File: config.mk
export PLATFORM = sky130hd
export DESIGN_NAME = line_drawer_param_flat
export DESIGN_NICKNAME = d
export VERILOG_FILES = /design/src/rtl/line_drawer_param_if.sv /design/src/rtl/line_drawer_param.sv /design/src/flat_wrapper.sv
export SDC_FILE = /design/constraint.sdc
export NUM_CORES = 1
export LEC_CHECK = 0
export ABC_AREA = 0
export CORE_ASPECT_RATIO = 1.1
export CORE_MARGIN = 4
export CORE_UTILIZATION = 67
export CTS_BUF_LIST = sky130_fd_sc_hd__clkbuf_4 sky130_fd_sc_hd__clkbuf_8
export DETAILED_ROUTE_END_ITERATION = 6
export PLACE_DENSITY = 0.95
export SLEW_MARGIN = 15
export SYNTH_ARGS = -nofsm -noshare
export SYNTH_HDL_FRONTEND = slang
export SYNTH_SLANG_ARGS = --single-unit
File: constraint.sdc
create_clock -name clk -period 7.4 [get_ports clk]
set_clock_uncertainty 0.1 [all_clocks]
set_input_delay 1.48 -clock clk [delete_from_list [all_inputs] [get_ports clk]]
set_output_delay 1.48 -clock clk [all_outputs]
set_load 0.03 [all_outputs]
File: src/rtl/line_drawer_param_if.sv
// line_drawer_param_if: bundle of handshake and pixel signals for line_drawer_param.
//   master : drawing sequencer / pixel sink side (drives start, endpoints, colour_in, plot_ready)
//   slave  : line drawer side (drives busy, done, x_out, y_out, colour_out, plot)
// Signals:
//   start       request a line (sampled only while the drawer is idle)
//   x0, x1      endpoint x coordinates
//   y0, y1      endpoint y coordinates
//   colour_in   line colour
//   busy        drawer occupied with a line
//   done        one-cycle pulse after the last point
//   x_out/y_out pixel coordinates
//   colour_out  pixel colour
//   plot        pixel valid
//   plot_ready  sink accepts the pixel when plot && plot_ready
interface line_drawer_param_if #(
  parameter int unsigned X_W      = 9,
  parameter int unsigned Y_W      = 8,
  parameter int unsigned COLOUR_W = 3
);
  logic                start;
  logic [X_W-1:0]      x0;
  logic [X_W-1:0]      x1;
  logic [Y_W-1:0]      y0;
  logic [Y_W-1:0]      y1;
  logic [COLOUR_W-1:0] colour_in;
  logic                busy;
  logic                done;
  logic [X_W-1:0]      x_out;
  logic [Y_W-1:0]      y_out;
  logic [COLOUR_W-1:0] colour_out;
  logic                plot;
  logic                plot_ready;

  modport master (
    output start, x0, x1, y0, y1, colour_in, plot_ready,
    input  busy, done, x_out, y_out, colour_out, plot
  );

  modport slave (
    input  start, x0, x1, y0, y1, colour_in, plot_ready,
    output busy, done, x_out, y_out, colour_out, plot
  );
endinterface

File: src/rtl/line_drawer_param.sv
// line_drawer_param: parametrised Bresenham line drawer.
// Latches two endpoints and a colour on start, then emits dx+1 pixels through a
// valid/ready (plot/plot_ready) handshake, one per cycle when the sink is ready.
// Ports:
//   clk     system clock, rising edge
//   rst     asynchronous active-high reset
//   io_bus  line_drawer_param_if.slave (start/busy/done, endpoints, pixel stream)
// Parameters: X_W, Y_W, COLOUR_W widths; SCREEN_W/SCREEN_H clip limits.
// Build option: define LDA_CLIP_EN to suppress points with x >= SCREEN_W or
// y >= SCREEN_H (such iterations take one cycle with plot low). Without it every
// point is presented, truncated to X_W/Y_W, and SCREEN_W/SCREEN_H are unused.
module line_drawer_param #(
  parameter int unsigned X_W      = 9,
  parameter int unsigned Y_W      = 8,
  parameter int unsigned COLOUR_W = 3,
  parameter int unsigned SCREEN_W = 320,
  parameter int unsigned SCREEN_H = 240
) (
  input logic                clk,
  input logic                rst,
  line_drawer_param_if.slave io_bus
);

  localparam int unsigned CW = (X_W > Y_W) ? X_W : Y_W;
  localparam int unsigned EW = CW + 2;

  typedef enum logic [2:0] {StIdle, StSteep, StOrder, StInit, StDraw, StDone} state_e;

  state_e               r_state;
  logic [CW-1:0]        r_x0, r_y0, r_x1, r_y1;
  logic [COLOUR_W-1:0]  r_colour;
  logic                 r_steep;
  logic [CW-1:0]        r_dx, r_dy;
  logic signed [EW-1:0] r_err;
  logic                 r_ystep_neg;
  logic [CW-1:0]        r_x, r_y;
  logic                 r_busy, r_done, r_plot;
  logic [X_W-1:0]       r_x_out;
  logic [Y_W-1:0]       r_y_out;
  logic [COLOUR_W-1:0]  r_colour_out;

  logic [CW-1:0]        w_adx, w_ady, w_dx;
  logic signed [EW-1:0] w_err_inc, w_err_nxt;
  logic                 w_step_y;
  logic [CW-1:0]        w_x_nxt, w_y_nxt;
  logic [CW-1:0]        w_pt_x, w_pt_y, w_sx, w_sy;
  logic                 w_vis;
  logic                 w_adv;

  assign w_adx = (r_x1 >= r_x0) ? (r_x1 - r_x0) : (r_x0 - r_x1);
  assign w_ady = (r_y1 >= r_y0) ? (r_y1 - r_y0) : (r_y0 - r_y1);
  // Valid only after ORDER, where x1 >= x0 is guaranteed.
  assign w_dx  = r_x1 - r_x0;

  assign w_err_inc = r_err + $signed({2'b00, r_dy});
  assign w_step_y  = !w_err_inc[EW-1] && (w_err_inc != '0);
  assign w_err_nxt = w_step_y ? (w_err_inc - $signed({2'b00, r_dx})) : w_err_inc;
  assign w_x_nxt   = r_x + 1'b1;
  assign w_y_nxt   = !w_step_y ? r_y : (r_ystep_neg ? (r_y - 1'b1) : (r_y + 1'b1));

  // Point to load into the output registers: the first point in INIT, else the next one.
  always_comb begin
    w_pt_x = w_x_nxt;
    w_pt_y = w_y_nxt;
    if (r_state == StInit) begin
      w_pt_x = r_x0;
      w_pt_y = r_y0;
    end
  end

  // Undo the steep swap for presentation.
  assign w_sx = r_steep ? w_pt_y : w_pt_x;
  assign w_sy = r_steep ? w_pt_x : w_pt_y;

`ifdef LDA_CLIP_EN
  assign w_vis = (32'(w_sx) < SCREEN_W) && (32'(w_sy) < SCREEN_H);
`else
  logic w_unused_screen;
  assign w_unused_screen = (SCREEN_W == 0) || (SCREEN_H == 0);
  assign w_vis = 1'b1;
`endif

  // A hidden (clipped) point needs no acceptance.
  assign w_adv = !r_plot || io_bus.plot_ready;

  always_ff @(posedge clk or posedge rst) begin
    if (rst) begin
      r_state      <= StIdle;
      r_x0         <= '0;
      r_y0         <= '0;
      r_x1         <= '0;
      r_y1         <= '0;
      r_colour     <= '0;
      r_steep      <= 1'b0;
      r_dx         <= '0;
      r_dy         <= '0;
      r_err        <= '0;
      r_ystep_neg  <= 1'b0;
      r_x          <= '0;
      r_y          <= '0;
      r_busy       <= 1'b0;
      r_done       <= 1'b0;
      r_plot       <= 1'b0;
      r_x_out      <= '0;
      r_y_out      <= '0;
      r_colour_out <= '0;
    end else begin
      unique case (r_state)
        StIdle: begin
          r_done <= 1'b0;
          if (io_bus.start) begin
            r_x0     <= CW'(io_bus.x0);
            r_y0     <= CW'(io_bus.y0);
            r_x1     <= CW'(io_bus.x1);
            r_y1     <= CW'(io_bus.y1);
            r_colour <= io_bus.colour_in;
            r_busy   <= 1'b1;
            r_state  <= StSteep;
          end
        end
        StSteep: begin
          r_steep <= (w_ady > w_adx);
          if (w_ady > w_adx) begin
            r_x0 <= r_y0;
            r_y0 <= r_x0;
            r_x1 <= r_y1;
            r_y1 <= r_x1;
          end
          r_state <= StOrder;
        end
        StOrder: begin
          if (r_x0 > r_x1) begin
            r_x0 <= r_x1;
            r_y0 <= r_y1;
            r_x1 <= r_x0;
            r_y1 <= r_y0;
          end
          r_state <= StInit;
        end
        StInit: begin
          r_dx         <= w_dx;
          r_dy         <= w_ady;
          r_err        <= -$signed({3'b000, w_dx[CW-1:1]});
          r_ystep_neg  <= !(r_y0 < r_y1);
          r_x          <= r_x0;
          r_y          <= r_y0;
          r_x_out      <= w_sx[X_W-1:0];
          r_y_out      <= w_sy[Y_W-1:0];
          r_colour_out <= r_colour;
          r_plot       <= w_vis;
          r_state      <= StDraw;
        end
        StDraw: begin
          if (w_adv) begin
            if (r_x == r_x1) begin
              r_plot  <= 1'b0;
              r_done  <= 1'b1;
              r_busy  <= 1'b0;
              r_state <= StDone;
            end else begin
              r_x     <= w_x_nxt;
              r_y     <= w_y_nxt;
              r_err   <= w_err_nxt;
              r_x_out <= w_sx[X_W-1:0];
              r_y_out <= w_sy[Y_W-1:0];
              r_plot  <= w_vis;
            end
          end
        end
        StDone: begin
          r_done  <= 1'b0;
          r_state <= StIdle;
        end
        default: r_state <= StIdle;
      endcase
    end
  end

  assign io_bus.busy       = r_busy;
  assign io_bus.done       = r_done;
  assign io_bus.plot       = r_plot;
  assign io_bus.x_out      = r_x_out;
  assign io_bus.y_out      = r_y_out;
  assign io_bus.colour_out = r_colour_out;

endmodule
File: src/flat_wrapper.sv
// flat-port wrapper written by rule: the top's interface ports become plain ports
module line_drawer_param_flat 
#(
  parameter int unsigned X_W      = 9,
  parameter int unsigned Y_W      = 8,
  parameter int unsigned COLOUR_W = 3,
  parameter int unsigned SCREEN_W = 320,
  parameter int unsigned SCREEN_H = 240
)
  (clk, rst, io_bus_start, io_bus_x0, io_bus_x1, io_bus_y0, io_bus_y1, io_bus_colour_in, io_bus_plot_ready, io_bus_busy, io_bus_done, io_bus_x_out, io_bus_y_out, io_bus_colour_out, io_bus_plot);
  line_drawer_param_if #(.X_W(X_W), .Y_W(Y_W), .COLOUR_W(COLOUR_W)) io_bus_i ();
  input logic clk;
  input logic rst;
  input wire logic [$bits(io_bus_i.start)-1:0] io_bus_start;
  input wire logic [$bits(io_bus_i.x0)-1:0] io_bus_x0;
  input wire logic [$bits(io_bus_i.x1)-1:0] io_bus_x1;
  input wire logic [$bits(io_bus_i.y0)-1:0] io_bus_y0;
  input wire logic [$bits(io_bus_i.y1)-1:0] io_bus_y1;
  input wire logic [$bits(io_bus_i.colour_in)-1:0] io_bus_colour_in;
  input wire logic [$bits(io_bus_i.plot_ready)-1:0] io_bus_plot_ready;
  output wire logic [$bits(io_bus_i.busy)-1:0] io_bus_busy;
  output wire logic [$bits(io_bus_i.done)-1:0] io_bus_done;
  output wire logic [$bits(io_bus_i.x_out)-1:0] io_bus_x_out;
  output wire logic [$bits(io_bus_i.y_out)-1:0] io_bus_y_out;
  output wire logic [$bits(io_bus_i.colour_out)-1:0] io_bus_colour_out;
  output wire logic [$bits(io_bus_i.plot)-1:0] io_bus_plot;
  assign io_bus_i.start = io_bus_start;
  assign io_bus_i.x0 = io_bus_x0;
  assign io_bus_i.x1 = io_bus_x1;
  assign io_bus_i.y0 = io_bus_y0;
  assign io_bus_i.y1 = io_bus_y1;
  assign io_bus_i.colour_in = io_bus_colour_in;
  assign io_bus_i.plot_ready = io_bus_plot_ready;
  assign io_bus_busy = io_bus_i.busy;
  assign io_bus_done = io_bus_i.done;
  assign io_bus_x_out = io_bus_i.x_out;
  assign io_bus_y_out = io_bus_i.y_out;
  assign io_bus_colour_out = io_bus_i.colour_out;
  assign io_bus_plot = io_bus_i.plot;
  line_drawer_param #(.X_W(X_W), .Y_W(Y_W), .COLOUR_W(COLOUR_W), .SCREEN_W(SCREEN_W), .SCREEN_H(SCREEN_H)) u_core (.clk(clk), .rst(rst), .io_bus(io_bus_i));
endmodule
==> flow_summary.ini, run 1 <==
[sta]
layout_setup_ws_ns = 2.33
period_minus_slack_ns = 5.07
setup_viol = 0
relSlewSlack = 0.325
hold_violations = 0
rsz0062_at_grt = false
max_freq_ghz = 0.197
slew_violations = 0
period_share = 0.685
setup_tns_ns = 0
tightest_slew_ns = 1.01

[drt]
wirelength_mm = 27.8
vias = 8985
wl_per_cell_um = 20.7
vias_per_cell = 6.71
drc = 0
drt_iter0_drc = 969
first_pass_iters = 6
detail-route-antenna-nets = 0

[clocking]
cts_max_path_buffers = 2
tritoncts = yes
cts.reportedPaths.clkPinSlew_ns = 0.07
ctsHoldBuffers = 0
clock_latency_ns = 0.46
cts_buffers = 17
cts_resized = 0
cts_sinks = 114
root_buffer = clkbuf_8
post_cts_buffers = 0
h-tree-depth = 4

[critical_path]
critical-path-slowest-cell = buf_4
cp_cell_sequence = inv_1 -> ha_1 -> nor2b_1 -> o31a_1 -> o41a_1 -> o21ai_2 -> mux2i_1 -> a21bo_2 -> and4_1 -> a2111oi_0 -> ha_1 -> and4_1 -> nand3_1 -> o221a_2 -> o31ai_1 -> o311ai_2 -> buf_4 -> mux2i_1
required_ns = 7.67
crit_fanout = 36
worst-setup-path-type = reg -> reg
cpPeakStageDelay_ns = 0.56
worst_setup_path_end_kind = flop
cp_data_arrival_time_ns = 5.34
start_kind = flop

[logic_synthesis]
synthArstFlopShare = 1.00
avgSynthCellArea_um2 = 8.33
synthesis.area_um2 = 9240
post-synth-top-area-fraction = 0.309
ys_top_cells_by_area = dfrtp_1, ha_1, mux2i_1, o21ai_0, a21oi_1
synth_seq_cells = 114
synth-edff-count = 0
yosysTopAreaCell = dfrtp_1
ys_top_cells_by_count = dfrtp_1, nand2_1, o21ai_0, a21oi_1, inv_1
syn-num-nets = 1229
yosysMostFrequentCell = dfrtp_1
yosysSeqAreaShare = 0.309
ys.flop_type = dfrtp_1
yosys_warnings = 0
postSynthCellCount = 1109
synthDistinctLibCells = 71

[placement]
port_buffers = 63
dp_slack_ns = 2.43
gp_congestion = 0.974
post-dp-hpwl_mm = 20.2

[finish]
drive_gt1_frac = 0.0692
multi_input_comb_area_um2 = 5860
seqCellArea_um2 = 2850
nFillCells = 906
nets = 1263
antenna_cells = 0
syn_to_final_growth_pct = 12.6

[global_routing]
antenna_found_initial = 0
grt_max_degree = 65
grt_pass1_wl_mm = 44.6
grt_usage = 0.353
grt_pass1_vias = 8605
grt_overflow = 0

[floorplanning]
die_x_um = 120
num_io_pins = 64
rows = 44
core_um2 = 13400
die_area_um2 = 15700
initial_utilization = 0.691
fp.dieH_um = 131

[run]
max-cap-violations = 0

[status]
status = complete, no violations

[min_path]
hold_class = reg -> reg
## cell type report
type,count,share of cell area
inverter,82,0.0298
timing repair buffer,76,0.0700
multi-input combinational,852,0.563
clock inverter,9,0.0124
sequential,114,0.274
clock buffer,23,0.0286
tap,184,0.0221
## flip-flops by register name (all words and copies together) (netlist names), 3 cells and up
name and cells:
u_core.r_y1 9, u_core.r_dx 9, u_core.r_y 9, u_core.r_x1 9, u_core.r_state 3, u_core.io_bus.colour_out 3, u_core.r_y0 9, u_core.r_x 9
u_core.r_dy 9, u_core.r_err 11, u_core.io_bus.x_out 9, u_core.r_colour 3, u_core.r_x0 9, u_core.io_bus.y_out 8
## critical path, delay by kind of cell, from the launching register on
| family | cells | cell delay, ns |
|---|---|---|
| DFF | 1 | 0.42 |
| AOI/OAI and AO/OA | 8 | 2.06 |
| and+or+nand+nor | 4 | 0.54 |
| muxes | 2 | 0.48 |
| buffers and inverters | 2 | 0.69 |
| adders and majority gates | 2 | 0.66 |
## layer usage
metal	vias to the layer above	part of all wire	track usage
met4	0	0.062	0.215
met5	-	0	0
li1	4021	-	-
met2	600	0.46	0.554
met3	141	0.10	0.0705
met1	4223	0.37	0.449
## stage by stage
stage          instances  cell area (um2)   util  hold WS [ns]
2_1_floorplan       1109             9240      -         0.335
3_3_place_gp        1308             9980  0.746         0.339
3_5_place_dp        1308             9980  0.746         0.365
4_1_cts             1340            10400  0.778         0.380
5_1_grt             1340            10400  0.778         0.402
6_report            1340            10400  0.778         0.374
## kinds of logic after synthesis
logic type / after synthesis / synth area share
fa+ha+maj: 79 / 0.113
mux: 69 / 0.0790
simple gates: 311 / 0.158
buf+inv: 143 / 0.0605
compound gates: 338 / 0.229
flops: 114 / 0.309
xor+xnor: 55 / 0.0521
## worst paths after layout
check / slack, ns / cells past startpoint / end / from
worst max-delay path: 2.33 / 18 / u_core.r_x1[1]$_DFFE_PP0P_ / u_core.r_y1[1]$_DFFE_PP0P_
worst min-delay path: 0.37 / 2 / u_core.io_bus.colour_out[2]$_DFFE_PP0P_ / u_core.r_colour[2]$_DFFE_PP0P_
worst max register to register: 2.33 / 18 / u_core.r_x1[1]$_DFFE_PP0P_ / u_core.r_y1[1]$_DFFE_PP0P_
worst min register to register: 0.37 / 2 / u_core.io_bus.colour_out[2]$_DFFE_PP0P_ / u_core.r_colour[2]$_DFFE_PP0P_
max in group asynchronous: 4.54 / 3 / u_core.io_bus.y_out[7]$_DFFE_PP0P_ / rst
min in group asynchronous: 1.36 / 2 / u_core.r_x0[1]$_DFFE_PP0P_ / rst
## cell usage in the layout, fill, tap and decap left out, types with 5 or more instances in the layout
master and instances:
inv_1 81, or3_1 6, o31ai_1 10, a21o_1 12, xnor2_1 37, o21ai_0 103, mux2_2 11, o21bai_1 5
clkdlybuf4s50_1 63, a221o_1 7, ha_1 72, xor2_1 18, a211oi_1 11, clkbuf_8 20, nand2_1 111, buf_4 13
nor4_1 5, o21a_1 11, and2_1 8, fa_1 7, nor3_1 24, dfrtp_1 114, a21oi_1 100, mux2i_1 56
a31oi_1 9, nor2b_1 13, nor2_1 70, and3_1 6, a22oi_1 8, nand2b_1 10, o211ai_1 10, nand4_1 8
nand3_1 26
Power of run 1 is left out: the tool's default activity adds up to more than one toggle a clock period on the data nets, which glitch-free logic cannot reach.
==> run 2, diff against run 1 <==
--- a/config.mk
+++ b/config.mk
@@ -8,10 +8,10 @@
 export ABC_AREA = 0
 export CORE_ASPECT_RATIO = 1.1
 export CORE_MARGIN = 4
-export CORE_UTILIZATION = 67
+export CORE_UTILIZATION = 56
 export CTS_BUF_LIST = sky130_fd_sc_hd__clkbuf_4 sky130_fd_sc_hd__clkbuf_8
 export DETAILED_ROUTE_END_ITERATION = 6
-export PLACE_DENSITY = 0.95
+export PLACE_DENSITY = 0.88
 export SLEW_MARGIN = 15
 export SYNTH_ARGS = -nofsm -noshare
 export SYNTH_HDL_FRONTEND = slang
==> constraint.sdc (replaced) <==
create_clock -name clk -period 4.3 [get_ports clk]
set_clock_uncertainty 0.1 [all_clocks]
set_input_delay 0.86 -clock clk [delete_from_list [all_inputs] [get_ports clk]]
set_output_delay 0.86 -clock clk [all_outputs]
set_load 0.03 [all_outputs]
==> run 2 against run 1 <==
  * The run now ends with negative setup slack left
  * Register-to-register slack got worse by 2.5 ns
  * Largest cell class unchanged
  * Critical path type unchanged
  * Routed wire length increased by 4.9%
  * Highest routed layer unchanged
  * Via count up 3.8%
  * Die area rose by 18%
  * Cell count rose by 8.9%
==> flow_summary.ini, run 2 (synthesis gave the netlist of run 1 again) <==
[drt]
detail-route-antenna-nets = 0
drc = 0
drt_iter0_drc = 982
wl_per_cell_um = 20.0
wirelength_mm = 29.1
vias = 9327
vias_per_cell = 6.39
first_pass_iters = 6

[global_routing]
antenna_found_initial = 0
met3_usage = 0.0531
grt_pass1_vias = 8930
grt_overflow = 0
grt_max_degree = 62
grt_pass1_wl_mm = 46.1
use_met1 = 0.409
busiest_layer = met2
met2_usage = 0.494
grt_usage = 0.314

[floorplanning]
die_area_um2 = 18600
rows = 48
fp.dieH_um = 143
initial_utilization = 0.581
core_um2 = 15900
die_x_um = 130
num_io_pins = 64

[finish]
top_register = u_core.r_err
seqCellArea_um2 = 2850
drive_gt1_frac = 0.164
nets = 1366
largest_reg_flops = 11
nFillCells = 1118
multi_input_comb_area_um2 = 6040
final_util = 0.720
final_cell_mix = dfrtp_1, nand2_1, buf_4
antenna_cells = 0
final_common_cell = dfrtp_1
syn_to_final_growth_pct = 24.1

[min_path]
hold_class = reg -> reg

[clocking]
root_buffer = clkbuf_8
cts_max_path_buffers = 2
cts.reportedPaths.clkPinSlew_ns = 0.07
clock_latency_ns = 0.46
cts_sinks = 114
h-tree-depth = 4
cts_buffers = 17
ctsHoldBuffers = 0
tritoncts = yes

[critical_path]
required_ns = 4.54
worst-setup-path-type = reg -> reg
crit_fanout = 6
worst_setup_path_end_kind = flop
start_kind = flop
cp_data_arrival_time_ns = 4.68

[sta]
setup_viol = 36
max_freq_ghz = 0.225
slew_violations = 0
hold_violations = 0
layout_setup_ws_ns = -0.137
rsz0062_at_grt = true
period_share = 1.03
period_minus_slack_ns = 4.44
tightest_slew_ns = 1.14
relSlewSlack = 0.240

[placement]
port_buffers = 63
gp_congestion = 0.965
post-dp-hpwl_mm = 21.0

[run]
max-cap-violations = 0

[status]
violations = negative setup slack
status = complete, but fails checks
run 2: cell count changes in the layout (fill, tap and decap cells not counted), moves of 3 or more:
cell / delta
o21ai_0: -4
mux2i_1: -6
buf_12: +4
clkinv_2: +3
ha_1: -3
mux2i_2: +4
buf_6: +4
buf_4: +91
run 2: what timing repair did:
item | CTS | global route
cloned | 3 | 1
resized for setup | 21 | 16
endpoints found under the setup margin | 36 | 36
pin swaps | 9 | 12
setup buffers | 6 | 8
run 2: per-layer routing:
metal / routed length, um / vias up
li1: - / 4235
met1: 11500 / 4472
met2: 13700 / 513
met3: 2240 / 107
met4: 1660 / 0
met5: 0 / -
run 2: layout make-up:
class                           count  share of cell area
Tap cell                          200              0.0218
Timing Repair Buffer              179               0.143
Clock inverter                     10             0.00742
Clock buffer                       22              0.0248
Multi-Input combinational cell    852               0.527
Inverter                           82              0.0271
Sequential cell                   114               0.249
run 2: worst max-delay path: stages (launching register included):
cell and delay (ns):
dfrtp_1 0.36, inv_1 0.07, ha_1 0.31, nor2b_1 0.15
o21ba_2 0.21, o21ai_2 0.18, a21oi_1 0.13, a21o_1 0.19
a211o_1 0.36, buf_4 0.19, mux2_2 0.28, xnor2_1 0.13
ha_1 0.30, and4_1 0.19, nand3_1 0.08, o221a_2 0.27
o31ai_4 0.06, buf_6 0.14, o311ai_4 0.11, buf_12 0.21
buf_16 0.14, mux2i_2 0.14
run 2: per-stage QoR:
stage / hold slack, ns / setup WS, ns / area, um2 / TNS, ns / std cells
2_1_floorplan: 0.335 / 0.00800 / 9310 / 0 / 1109
3_3_place_gp: 0.345 / -0.120 / 10700 / -3.76 / 1409
3_5_place_dp: 0.350 / -0.170 / 10700 / -4.99 / 1409
4_1_cts: 0.362 / -0.0870 / 11300 / -2.29 / 1450
5_1_grt: 0.383 / -0.291 / 11500 / -9.40 / 1459
6_report: 0.364 / -0.137 / 11500 / -3.96 / 1459
run 2: worst paths after layout:
path | start | cells past startpoint | to | slack, ns
max | u_core.r_x1[1]$_DFFE_PP0P_ | 21 | u_core.r_y0[8]$_DFFE_PP0P_ | -0.14
min | u_core.r_colour[0]$_DFFE_PP0P_ | 2 | u_core.io_bus.colour_out[0]$_DFFE_PP0P_ | 0.36
max reg2reg | u_core.r_x1[1]$_DFFE_PP0P_ | 21 | u_core.r_y0[8]$_DFFE_PP0P_ | -0.14
min reg2reg | u_core.r_colour[0]$_DFFE_PP0P_ | 2 | u_core.io_bus.colour_out[0]$_DFFE_PP0P_ | 0.36
max in group asynchronous | rst | 3 | u_core.io_bus.x_out[2]$_DFFE_PP0P_ | 2.53
min in group asynchronous | rst | 2 | u_core.r_dx[4]$_DFFE_PP0P_ | 0.78
Power of run 2 is left out for the same reason.
==> run 3, diff against run 2 <==
==> constraint.sdc (replaced) <==
create_clock -name clk -period 4.3 [get_ports clk]
set_clock_uncertainty 0.1 [all_clocks]
set_input_delay 0.86 -clock clk [delete_from_list [all_inputs] [get_ports clk]]
set_output_delay 0.86 -clock clk [all_outputs]
set_load 0.1 [all_outputs]
==> results of run 3 <==
Final layout, timing and power as in run 2 (identical DEF).
Power of run 3 is left out for the same reason.
